**src/rtl/rf_init_check_pkg.sv**
```systemverilog
// ---------------------------------------------------------------------------
// rf_init_pkg
// Shared definitions for the register-file init/check sequencer:
//   - sequencer state encoding
//   - pattern-mode encodings
//   - register-file geometry (entry count and index width)
//   - pat(): the write pattern for a given mode and entry index
// ---------------------------------------------------------------------------
package rf_init_pkg;

  localparam int RF_NREGS = 32;
  localparam int RF_IDX_W = 5;

  typedef enum logic [1:0] {
    ST_IDLE  = 2'd0,
    ST_WRITE = 2'd1,
    ST_READ  = 2'd2,
    ST_DONE  = 2'd3
  } state_e;

  typedef enum logic [1:0] {
    MODE_SQ   = 2'd0,  // i*i
    MODE_ID   = 2'd1,  // i
    MODE_NSQ  = 2'd2,  // ~(i*i)
    MODE_SEED = 2'd3   // seed ^ i
  } mode_e;

  // Pattern value for entry idx; all arithmetic is modulo 2^32.
  function automatic logic [31:0] pat(input logic [1:0]          mode,
                                      input logic [RF_IDX_W-1:0] idx,
                                      input logic [31:0]         seed);
    logic [31:0] i32;
    i32 = {27'd0, idx};
    case (mode)
      MODE_SQ:   pat = i32 * i32;
      MODE_ID:   pat = i32;
      MODE_NSQ:  pat = ~(i32 * i32);
      MODE_SEED: pat = seed ^ i32;
      default:   pat = 32'd0;
    endcase
  endfunction

endpackage

```
**src/rtl/rf_init_check_if.sv**
```systemverilog
// ---------------------------------------------------------------------------
// rf_init_check_if
// Bus between the init/check sequencer and the 32x32 register file.
//   wn/wd/w   : write index, write data, write enable (sequencer -> rf)
//   rn1/rn2   : read indices for the two read ports   (sequencer -> rf)
//   rd1/rd2   : read data, combinational from rn1/rn2 (rf -> sequencer)
// master = sequencer side, slave = register-file side.
// ---------------------------------------------------------------------------
interface rf_init_check_if;
  import rf_init_pkg::*;

  logic [RF_IDX_W-1:0] wn;
  logic [31:0]         wd;
  logic                w;
  logic [RF_IDX_W-1:0] rn1;
  logic [RF_IDX_W-1:0] rn2;
  logic [31:0]         rd1;
  logic [31:0]         rd2;

  modport master (
    output wn, wd, w, rn1, rn2,
    input  rd1, rd2
  );

  modport slave (
    input  wn, wd, w, rn1, rn2,
    output rd1, rd2
  );

endinterface

```
**src/rtl/rf_init_check_pattern_gen.sv**
```systemverilog
// ---------------------------------------------------------------------------
// rf_pattern_gen
// Purely combinational pattern / expected-value generator.
//   mode  : pattern select
//   idx   : register-file entry index
//   value : pat(mode, idx), or 0 for entry 0 when ZERO_R0 is set
// Used with ZERO_R0=0 for write data and ZERO_R0=SKIP_R0 for expected
// read-back values.
// ---------------------------------------------------------------------------
module rf_pattern_gen
  import rf_init_pkg::*;
#(
  parameter logic [31:0] SEED    = 32'hA5A5_5A5A,
  parameter bit          ZERO_R0 = 1'b0
) (
  input  logic [1:0]          mode,
  input  logic [RF_IDX_W-1:0] idx,
  output logic [31:0]         value
);

  // Pattern lookup with optional forced-zero entry 0.
  always_comb begin
    if (ZERO_R0 && (idx == 5'd0)) begin
      value = 32'd0;
    end else begin
      value = pat(mode, idx, SEED);
    end
  end

endmodule

```
**src/rtl/rf_init_check.sv**
```systemverilog
// ---------------------------------------------------------------------------
// rf_init_check
// Writes every register-file entry with a selectable pattern, then reads all
// entries back two at a time and counts mismatches.
// Ports:
//   clk, reset      : clock, asynchronous active-high reset
//   start           : begin a run (only honoured in IDLE or DONE)
//   mode            : pattern select, latched when start is accepted
//   rf              : register-file bus (master side)
//   busy            : run in progress (WRITE or READ)
//   done            : run finished; held until next accepted start/reset
//   pass            : no mismatches in the finished run
//   err_count       : number of mismatching entries (0..32)
//   first_err_addr  : lowest mismatching index, 0 if none
// All outputs are registers; nothing combinational reaches an output.
// ---------------------------------------------------------------------------
module rf_init_check
  import rf_init_pkg::*;
#(
  parameter int          NREGS   = 32,
  parameter bit          SKIP_R0 = 1'b0,
  parameter logic [31:0] SEED    = 32'hA5A5_5A5A
) (
  input  logic                clk,
  input  logic                reset,
  input  logic                start,
  input  logic [1:0]          mode,
  rf_init_check_if.master     rf,
  output logic                busy,
  output logic                done,
  output logic                pass,
  output logic [5:0]          err_count,
  output logic [RF_IDX_W-1:0] first_err_addr
);

  // Last write index and last read beat (two entries per beat).
  localparam logic [RF_IDX_W-1:0] LAST_WR = RF_IDX_W'(NREGS - 1);
  localparam logic [RF_IDX_W-1:0] LAST_RD = RF_IDX_W'(NREGS / 2 - 1);

  state_e              state_r,  state_nxt_s;
  logic [RF_IDX_W-1:0] idx_r,    idx_nxt_s;
  logic [1:0]          mode_r,   mode_nxt_s;
  logic                w_r,      w_nxt_s;
  logic [RF_IDX_W-1:0] wn_r,     wn_nxt_s;
  logic [31:0]         wd_r,     wd_nxt_s;
  logic [RF_IDX_W-1:0] rn1_r,    rn1_nxt_s;
  logic [RF_IDX_W-1:0] rn2_r,    rn2_nxt_s;
  logic                busy_r,   busy_nxt_s;
  logic                done_r,   done_nxt_s;
  logic                pass_r,   pass_nxt_s;
  logic [5:0]          err_r,    err_nxt_s;
  logic [RF_IDX_W-1:0] first_r,  first_nxt_s;

  logic [31:0]         wr_pat_s;
  logic [31:0]         exp1_s;
  logic [31:0]         exp2_s;
  logic                mis1_s;
  logic                mis2_s;
  logic [5:0]          mis_cnt_s;

  // Write data is generated from the *next* index/mode so it can be
  // registered alongside wn and w.
  rf_pattern_gen #(.SEED(SEED), .ZERO_R0(1'b0)) u_wr_gen (
    .mode  (mode_nxt_s),
    .idx   (wn_nxt_s),
    .value (wr_pat_s)
  );

  // Expected values for the entries currently addressed on the read ports.
  rf_pattern_gen #(.SEED(SEED), .ZERO_R0(SKIP_R0)) u_exp1_gen (
    .mode  (mode_r),
    .idx   (rn1_r),
    .value (exp1_s)
  );

  rf_pattern_gen #(.SEED(SEED), .ZERO_R0(SKIP_R0)) u_exp2_gen (
    .mode  (mode_r),
    .idx   (rn2_r),
    .value (exp2_s)
  );

  // Per-beat mismatch detection on both read ports.
  always_comb begin
    mis1_s    = (rf.rd1 != exp1_s);
    mis2_s    = (rf.rd2 != exp2_s);
    mis_cnt_s = {5'd0, mis1_s} + {5'd0, mis2_s};
  end

  // Next-state and next-output logic for the sequencer.
  always_comb begin
    state_nxt_s = state_r;
    idx_nxt_s   = idx_r;
    mode_nxt_s  = mode_r;
    w_nxt_s     = 1'b0;
    wn_nxt_s    = 5'd0;
    rn1_nxt_s   = 5'd0;
    rn2_nxt_s   = 5'd0;
    busy_nxt_s  = 1'b0;
    done_nxt_s  = done_r;
    pass_nxt_s  = pass_r;
    err_nxt_s   = err_r;
    first_nxt_s = first_r;

    case (state_r)
      ST_IDLE, ST_DONE: begin
        if (start) begin
          mode_nxt_s  = mode;
          done_nxt_s  = 1'b0;
          pass_nxt_s  = 1'b0;
          err_nxt_s   = 6'd0;
          first_nxt_s = 5'd0;
          idx_nxt_s   = 5'd0;
          state_nxt_s = ST_WRITE;
          w_nxt_s     = 1'b1;
          wn_nxt_s    = 5'd0;
          busy_nxt_s  = 1'b1;
        end else begin
          state_nxt_s = state_r;
        end
      end

      ST_WRITE: begin
        busy_nxt_s = 1'b1;
        if (idx_r == LAST_WR) begin
          // Last write lands on this edge; first read beat addresses 0/1.
          state_nxt_s = ST_READ;
          idx_nxt_s   = 5'd0;
          rn1_nxt_s   = 5'd0;
          rn2_nxt_s   = 5'd1;
        end else begin
          idx_nxt_s = idx_r + 5'd1;
          w_nxt_s   = 1'b1;
          wn_nxt_s  = idx_r + 5'd1;
        end
      end

      ST_READ: begin
        err_nxt_s = err_r + mis_cnt_s;
        // Only the first failing beat records an address; port 1 holds the
        // lower index so it wins a tie.
        if ((err_r == 6'd0) && mis1_s) begin
          first_nxt_s = rn1_r;
        end else if ((err_r == 6'd0) && mis2_s) begin
          first_nxt_s = rn2_r;
        end else begin
          first_nxt_s = first_r;
        end

        if (idx_r == LAST_RD) begin
          state_nxt_s = ST_DONE;
          idx_nxt_s   = 5'd0;
          done_nxt_s  = 1'b1;
          pass_nxt_s  = (err_nxt_s == 6'd0);
        end else begin
          idx_nxt_s  = idx_r + 5'd1;
          busy_nxt_s = 1'b1;
          rn1_nxt_s  = {idx_r[3:0] + 4'd1, 1'b0};
          rn2_nxt_s  = {idx_r[3:0] + 4'd1, 1'b1};
        end
      end

      default: begin
        state_nxt_s = ST_IDLE;
        idx_nxt_s   = 5'd0;
        mode_nxt_s  = 2'd0;
        done_nxt_s  = 1'b0;
        pass_nxt_s  = 1'b0;
        err_nxt_s   = 6'd0;
        first_nxt_s = 5'd0;
      end
    endcase
  end

  // Write data is forced to zero whenever no write is issued.
  always_comb begin
    if (w_nxt_s) begin
      wd_nxt_s = wr_pat_s;
    end else begin
      wd_nxt_s = 32'd0;
    end
  end

  // State and output registers.
  always_ff @(posedge clk or posedge reset) begin
    if (reset) begin
      state_r <= ST_IDLE;
      idx_r   <= 5'd0;
      mode_r  <= 2'd0;
      w_r     <= 1'b0;
      wn_r    <= 5'd0;
      wd_r    <= 32'd0;
      rn1_r   <= 5'd0;
      rn2_r   <= 5'd0;
      busy_r  <= 1'b0;
      done_r  <= 1'b0;
      pass_r  <= 1'b0;
      err_r   <= 6'd0;
      first_r <= 5'd0;
    end else begin
      state_r <= state_nxt_s;
      idx_r   <= idx_nxt_s;
      mode_r  <= mode_nxt_s;
      w_r     <= w_nxt_s;
      wn_r    <= wn_nxt_s;
      wd_r    <= wd_nxt_s;
      rn1_r   <= rn1_nxt_s;
      rn2_r   <= rn2_nxt_s;
      busy_r  <= busy_nxt_s;
      done_r  <= done_nxt_s;
      pass_r  <= pass_nxt_s;
      err_r   <= err_nxt_s;
      first_r <= first_nxt_s;
    end
  end

  assign rf.w           = w_r;
  assign rf.wn          = wn_r;
  assign rf.wd          = wd_r;
  assign rf.rn1         = rn1_r;
  assign rf.rn2         = rn2_r;
  assign busy           = busy_r;
  assign done           = done_r;
  assign pass           = pass_r;
  assign err_count      = err_r;
  assign first_err_addr = first_r;

endmodule
```
**src/flat_wrapper.sv**
```systemverilog
// flat-port wrapper written by rule: the top's interface ports become plain ports
module rf_init_check_flat import rf_init_pkg::*;
#(
  parameter int          NREGS   = 32,
  parameter bit          SKIP_R0 = 1'b0,
  parameter logic [31:0] SEED    = 32'hA5A5_5A5A
)
  (clk, reset, start, mode, busy, done, pass, err_count, first_err_addr, rf_wn, rf_wd, rf_w, rf_rn1, rf_rn2, rf_rd1, rf_rd2);
  rf_init_check_if rf_i ();
  input  logic clk;
  input  logic reset;
  input  logic start;
  input  logic [1:0] mode;
  output logic busy;
  output logic done;
  output logic pass;
  output logic [5:0] err_count;
  output logic [RF_IDX_W-1:0] first_err_addr;
  output wire logic [$bits(rf_i.wn)-1:0] rf_wn;
  output wire logic [$bits(rf_i.wd)-1:0] rf_wd;
  output wire logic [$bits(rf_i.w)-1:0] rf_w;
  output wire logic [$bits(rf_i.rn1)-1:0] rf_rn1;
  output wire logic [$bits(rf_i.rn2)-1:0] rf_rn2;
  input wire logic [$bits(rf_i.rd1)-1:0] rf_rd1;
  input wire logic [$bits(rf_i.rd2)-1:0] rf_rd2;
  assign rf_wn = rf_i.wn;
  assign rf_wd = rf_i.wd;
  assign rf_w = rf_i.w;
  assign rf_rn1 = rf_i.rn1;
  assign rf_rn2 = rf_i.rn2;
  assign rf_i.rd1 = rf_rd1;
  assign rf_i.rd2 = rf_rd2;
  rf_init_check #(.NREGS(NREGS), .SKIP_R0(SKIP_R0), .SEED(SEED)) u_core (.clk(clk), .reset(reset), .start(start), .mode(mode), .rf(rf_i), .busy(busy), .done(done), .pass(pass), .err_count(err_count), .first_err_addr(first_err_addr));
endmodule
```
**config.mk**
```make
export PLATFORM = sky130hd
export DESIGN_NAME = rf_init_check_flat
export DESIGN_NICKNAME = d
export VERILOG_FILES = /design/src/rtl/rf_init_check_pkg.sv /design/src/rtl/rf_init_check_if.sv /design/src/rtl/rf_init_check_pattern_gen.sv /design/src/rtl/rf_init_check.sv /design/src/flat_wrapper.sv
export SDC_FILE = /design/constraint.sdc
export NUM_CORES = 1
export LEC_CHECK = 0
export BUFFER_PORTS_ARGS = -buffer_cell sky130_fd_sc_hd__buf_4
export CAP_MARGIN = 20
export CORE_MARGIN = 2
export CORE_UTILIZATION = 60
export CTS_BUF_LIST = sky130_fd_sc_hd__clkbuf_4 sky130_fd_sc_hd__clkbuf_8 sky130_fd_sc_hd__clkbuf_16
export DETAILED_ROUTE_END_ITERATION = 16
export GPL_ROUTABILITY_DRIVEN = 0
export GPL_TIMING_DRIVEN = 0
export HOLD_SLACK_MARGIN = 0.06
export PLACE_DENSITY = 0.86
export SYNTH_ARGS = -nofsm -noshare
export SYNTH_HDL_FRONTEND = slang
export SYNTH_HIERARCHICAL = 1
export SYNTH_SLANG_ARGS = --single-unit
```
**constraint.sdc**
```tcl
create_clock -name clk -period 12.41 [get_ports clk]
set_input_delay 0.6205 -clock clk [delete_from_list [all_inputs] [get_ports clk]]
set_output_delay 0.6205 -clock clk [all_outputs]
set_load 0.1 [all_outputs]
```
==> tab_implementation.tex <==
\begin{tabular}{lr}
\hline
Metric & Value \\
\hline
\multicolumn{2}{l}{\textbf{Pwr}} \\
\quad Net switching power & 955 uW \\
\quad Cell-internal power & 852 uW \\
\quad Peak VDD IR & 0.000353 V \\
\quad Pwr/cell area & 247 mW/mm\^{}2 \\
\quad Clock power frac & 0.115 \\
\quad Part of the power in combinational logic & 0.699 \\
\quad Total power of the final layout & 1.81 mW \\
\quad Switching fraction of total power & 0.529 \\
\quad Leakage power & 3.77 nW \\
\quad Sequential Power Share & 0.185 \\
\multicolumn{2}{l}{\textbf{Timing}} \\
\quad RSZ-0062 raised after global routing & no \\
\quad Worst relative slew slack & 0.399 \\
\quad Final cycle utilization of the critical path & 0.472 \\
\quad Final number of max-transition violations & 0 \\
\quad Final Hold Viols & 0 \\
\quad Skew final & 0.0161 ns \\
\quad Least-Margin Pin Slew & 0.899 ns \\
\quad Post-Route Setup TNS & 0 ns \\
\quad Shortest clock period the worst path allows after layout & 5.86 ns \\
\quad Endpoints failing setup & 0 \\
\quad Final hold slack & 0.352 ns \\
\quad Fmax & 171 MHz \\
\multicolumn{2}{l}{\textbf{Logic synthesis}} \\
\quad Count of synthesis-stage warnings from yosys & 6 \\
\quad Library cells used by synthesis & 59 \\
\quad Post-synthesis average cell area & 9.07 sq um \\
\quad Sequential share of the synthesized area & 0.293 \\
\quad FFs w/ async S/R, synth & 1.00 \\
\quad Number of synthesized register bits & 69 \\
\quad Number of flops mapped to enable cells by yosys & 0 \\
\quad Ys flop type & sky130\_fd\_sc\_hd\_\_dfrtp\_1 \\
\quad Mapped cell area & 0.00589 sq mm \\
\quad Post-synthesis instance total & 649 \\
\multicolumn{2}{l}{\textbf{CTS}} \\
\quad Number of clock sinks & 69 \\
\quad TritonCTS clock tree & built \\
\quad Resize count post-CTS & 0 \\
\quad Count of hold-fix buffers inserted at cts & 0 \\
\quad Clock-pin transition on the worst setup and hold timing paths & 0.09 ns \\
\quad Inserted Clock Buffers & 9 \\
\quad Postcts setup bufs & 0 \\
\quad Insertion delay to the later sink of the worst-skew pair & 0.35 ns \\
\quad H-tree depth reported by CTS & 3 \\
\quad Clk root buf & sky130\_fd\_sc\_hd\_\_clkbuf\_8 \\
\quad Number of buffers on the longest clock path & 2 \\
\multicolumn{2}{l}{\textbf{Placement}} \\
\quad Cell count after placement & 920 \\
\quad Post-detail-place hpwl & 10.5 mm \\
\quad Buffers added on ports & 129 \\
\multicolumn{2}{l}{\textbf{Setup path}} \\
\quad Critical register-to-register path startpoint & u\_core/rf.rn1[4] \\
\quad Startpoint type of the worst setup path & register \\
\quad Worst endpoint data arrival time & 6.09 ns \\
\quad Crit Path Max Fanout & 17 \\
\quad Crit end category & register \\
\quad Logic depth of the worst register-to-register path & 23 \\
\quad Launching element of the worst setup path & u\_core/rf.rn1[4] \\
\quad Worst Setup EP & u\_core/pass \\
\quad Kind of critical path & register to register \\
\quad Worst reg2reg path endpoint & u\_core/pass \\
\quad Worst reg-to-reg setup slack & 6.55 ns \\
\quad Data required time at the worst endpoint & 12.65 ns \\
\multicolumn{2}{l}{\textbf{Drt}} \\
\quad Iteration count of the initial detailed-routing pass & 4 \\
\quad 1st-iter DRT viols & 240 \\
\quad Wire per inst & 14.3 um \\
\quad Antenna Violating Nets Remaining & 0 \\
\quad DR vias & 4874 \\
\quad Vias per std cell & 5.21 \\
\quad Total wire length after detailed routing & 13.3 mm \\
\quad DRC violations left & 0 \\
\multicolumn{2}{l}{\textbf{Die}} \\
\quad I/O pin total & 131 \\
\quad Rows & 36 \\
\quad Die extent in x & 103 um \\
\quad Core Footprint & 0.00964 sq mm \\
\quad Starting density of the core & 0.611 \\
\quad Area of the die & 0.0106 sq mm \\
\quad Die H & 103 um \\
\multicolumn{2}{l}{\textbf{Global route}} \\
\quad Initial antenna violation count & 0 \\
\quad Leftover overflow at the end of global routing & 0 \\
\quad Maximum number of pins on one net before global-route repair & 40 \\
\quad Vias in the first global route & 4836 \\
\quad Global-route wire length before repair & 21.6 mm \\
\quad Overall Global Routing Usage & 0.255 \\
\multicolumn{2}{l}{\textbf{Final layout}} \\
\quad Combined area of the multi-input logic cells & 0.00350 sq mm \\
\quad Number of inserted filler cells in the final layout & 732 \\
\quad Storage cell area & 0.00173 sq mm \\
\quad Count of non-filler cells in the finished layout & 936 \\
\quad Share of layout cells above drive strength 1 & 0.310 \\
\quad Final nets & 912 \\
\quad Number of diodes added for antenna fixing & 0 \\
\quad P\&R area growth vs syn & 24.0\% \\
\multicolumn{2}{l}{\textbf{Status}} \\
\quad Run status & finished, final reports clean \\
\multicolumn{2}{l}{\textbf{Flow run}} \\
\quad Reported max-cap violation count & 0 \\
\multicolumn{2}{l}{\textbf{Worst hold path}} \\
\quad HP Class & input pin to asynchronous set/reset pin \\
\hline
\end{tabular}
[worst min path at each step]
stage	end	from	slack (ns)	cells after the start
final	u_core/rf.wd[26]	reset	0.35	2
after CTS	u_core/rf.wd[26]	reset	0.37	2
after detailed placement	u_core/first_err_addr[0]	u_core/first_err_addr[0]	0.51	1
after global routing	u_core/rf.wd[26]	reset	0.40	2
after global placement	u_core/idx_r[1]	u_core/idx_r[1]	0.49	2
after floorplan	u_core/state_r[1]	u_core/state_r[1]	0.47	2
[kinds of logic (layout without fill, tap and decap cells)]
| logic type | count (synthesis) | in the layout | synth area share |
|---|---|---|---|
| adders and majority gates | 45 | 45 | 0.105 |
| and+or+nand+nor | 225 | 225 | 0.210 |
| DFF | 69 | 69 | 0.293 |
| AOI/OAI and AO/OA | 76 | 76 | 0.0924 |
| xor gates and xnor gates | 104 | 104 | 0.155 |
| other | 1 | 9 | 0.000637 |
| muxes | 15 | 15 | 0.0276 |
| buffers and inverters | 114 | 260 | 0.117 |
[sequential cells by signal, summed over array words and instances (netlist names)]
| name | flops |
|---|---|
| u_core/rf.w | 1 |
| u_core/rf.wd | 32 |
| u_core/first_err_addr | 5 |
| u_core/idx_r | 5 |
| u_core/rf.rn1 | 4 |
| u_core/busy | 1 |
| u_core/rf.rn2 | 4 |
| u_core/rf.wn | 5 |
| u_core/mode_r | 2 |
| u_core/pass | 1 |
| u_core/state_r | 2 |
| u_core/done | 1 |
| u_core/err_count | 6 |
[layer usage]
metal,share of wire,up-vias,track usage
li1,-,2410,-
met1,0.41,2262,0.300
met2,0.50,172,0.453
met3,0.067,30,0.0597
met4,0.023,0,0.0931
met5,0,-,0
[cell type report]
| type | instances | area share |
|---|---|---|
| Clock inverter | 7 | 0.0144 |
| Clock buffer | 9 | 0.0170 |
| Tap cell | 133 | 0.0228 |
| Sequential cell | 69 | 0.236 |
| Inverter | 31 | 0.0159 |
| Buffer | 83 | 0.0786 |
| Multi-Input combinational cell | 474 | 0.480 |
| Timing Repair Buffer | 130 | 0.135 |
[through the flow]
step           worst slack (ns)  utilization  cell area [sq um]
3_3_place_gp               6.73        0.732               7050
5_1_grt                    6.09        0.758               7300
4_1_cts                    6.55        0.758               7300
2_1_floorplan              6.58            -               5920
3_5_place_dp               6.56        0.734               7070
6_report                   6.55        0.758               7300
[power groups by stage]
stage	logic [mW]	clock network (mW)	registers [mW]
final	1.26	0.208	0.335
after global routing	1.35	0.222	0.344
after CTS	1.27	0.211	0.335
after detailed placement	1.26	0	0.339
after global placement	1.23	0	0.335
after floorplan	0.626	0	0.726
[worst max-delay path: stages (launching register included)]
cell,delay (ns)
sky130_fd_sc_hd__dfrtp_1,0.72
sky130_fd_sc_hd__nand2_1,0.16
sky130_fd_sc_hd__fa_1,0.54
sky130_fd_sc_hd__fa_1,0.52
sky130_fd_sc_hd__inv_1,0.05
sky130_fd_sc_hd__ha_1,0.28
sky130_fd_sc_hd__a31o_2,0.25
sky130_fd_sc_hd__ha_1,0.31
sky130_fd_sc_hd__nor3_1,0.23
sky130_fd_sc_hd__a211oi_2,0.09
sky130_fd_sc_hd__or3_1,0.37
sky130_fd_sc_hd__a31oi_1,0.21
sky130_fd_sc_hd__xor2_1,0.20
sky130_fd_sc_hd__xor2_1,0.10
sky130_fd_sc_hd__nor4_1,0.29
sky130_fd_sc_hd__nand4_1,0.18
sky130_fd_sc_hd__nor2_1,0.19
sky130_fd_sc_hd__fa_1,0.19
sky130_fd_sc_hd__inv_1,0.05
sky130_fd_sc_hd__ha_1,0.23
sky130_fd_sc_hd__nor2_1,0.11
sky130_fd_sc_hd__mux2_2,0.16
sky130_fd_sc_hd__a32oi_1,0.05
sky130_fd_sc_hd__o41ai_1,0.28
[cell usage after synthesis (12+ instances only)]
library cell | instances | share of area
sky130_fd_sc_hd__o21ai_0 | 15 | 0.013
sky130_fd_sc_hd__dfrtp_1 | 69 | 0.29
sky130_fd_sc_hd__buf_4 | 62 | 0.079
sky130_fd_sc_hd__nor2_1 | 40 | 0.025
sky130_fd_sc_hd__a21oi_1 | 12 | 0.010
sky130_fd_sc_hd__nor4_1 | 17 | 0.018
sky130_fd_sc_hd__clkbuf_1 | 12 | 0.0076
sky130_fd_sc_hd__and2_1 | 48 | 0.051
sky130_fd_sc_hd__inv_1 | 31 | 0.020
sky130_fd_sc_hd__nor2b_1 | 16 | 0.017
sky130_fd_sc_hd__nand2_1 | 48 | 0.031
sky130_fd_sc_hd__ha_1 | 38 | 0.081
sky130_fd_sc_hd__xor2_1 | 78 | 0.12
sky130_fd_sc_hd__xnor2_1 | 26 | 0.039
[layout by cell type (no fill, tap or decap), drive strengths merged, types with 2 or more instances in the layout]
master / Yosys / layout
dfrtp: 69 / 69
a22oi: 3 / 3
and3: 6 / 6
nand3: 4 / 4
or3: 2 / 2
nand4: 12 / 12
nand2: 48 / 48
mux2: 7 / 7
nor2b: 16 / 16
buf: 68 / 198
nor3: 11 / 11
a41o: 2 / 2
xor2: 78 / 78
conb: 1 / 9
a211oi: 4 / 4
a32o: 2 / 2
fa: 7 / 7
ha: 38 / 38
inv: 31 / 34
a21oi: 12 / 12
mux2i: 8 / 8
a31oi: 7 / 7
nor3b: 3 / 3
a21o: 6 / 6
a22o: 2 / 2
xnor2: 26 / 26
o21ai: 21 / 21
o21bai: 2 / 2
nor2: 40 / 40
o211ai: 2 / 2
clkbuf: 15 / 24
nor4: 21 / 21
or4: 2 / 2
bufinv: 0 / 2
and2b: 2 / 2
o31ai: 3 / 3
and2: 51 / 51
a31o: 4 / 4
nand2b: 5 / 5
Note: power is estimated with default switching activity, not from simulation.
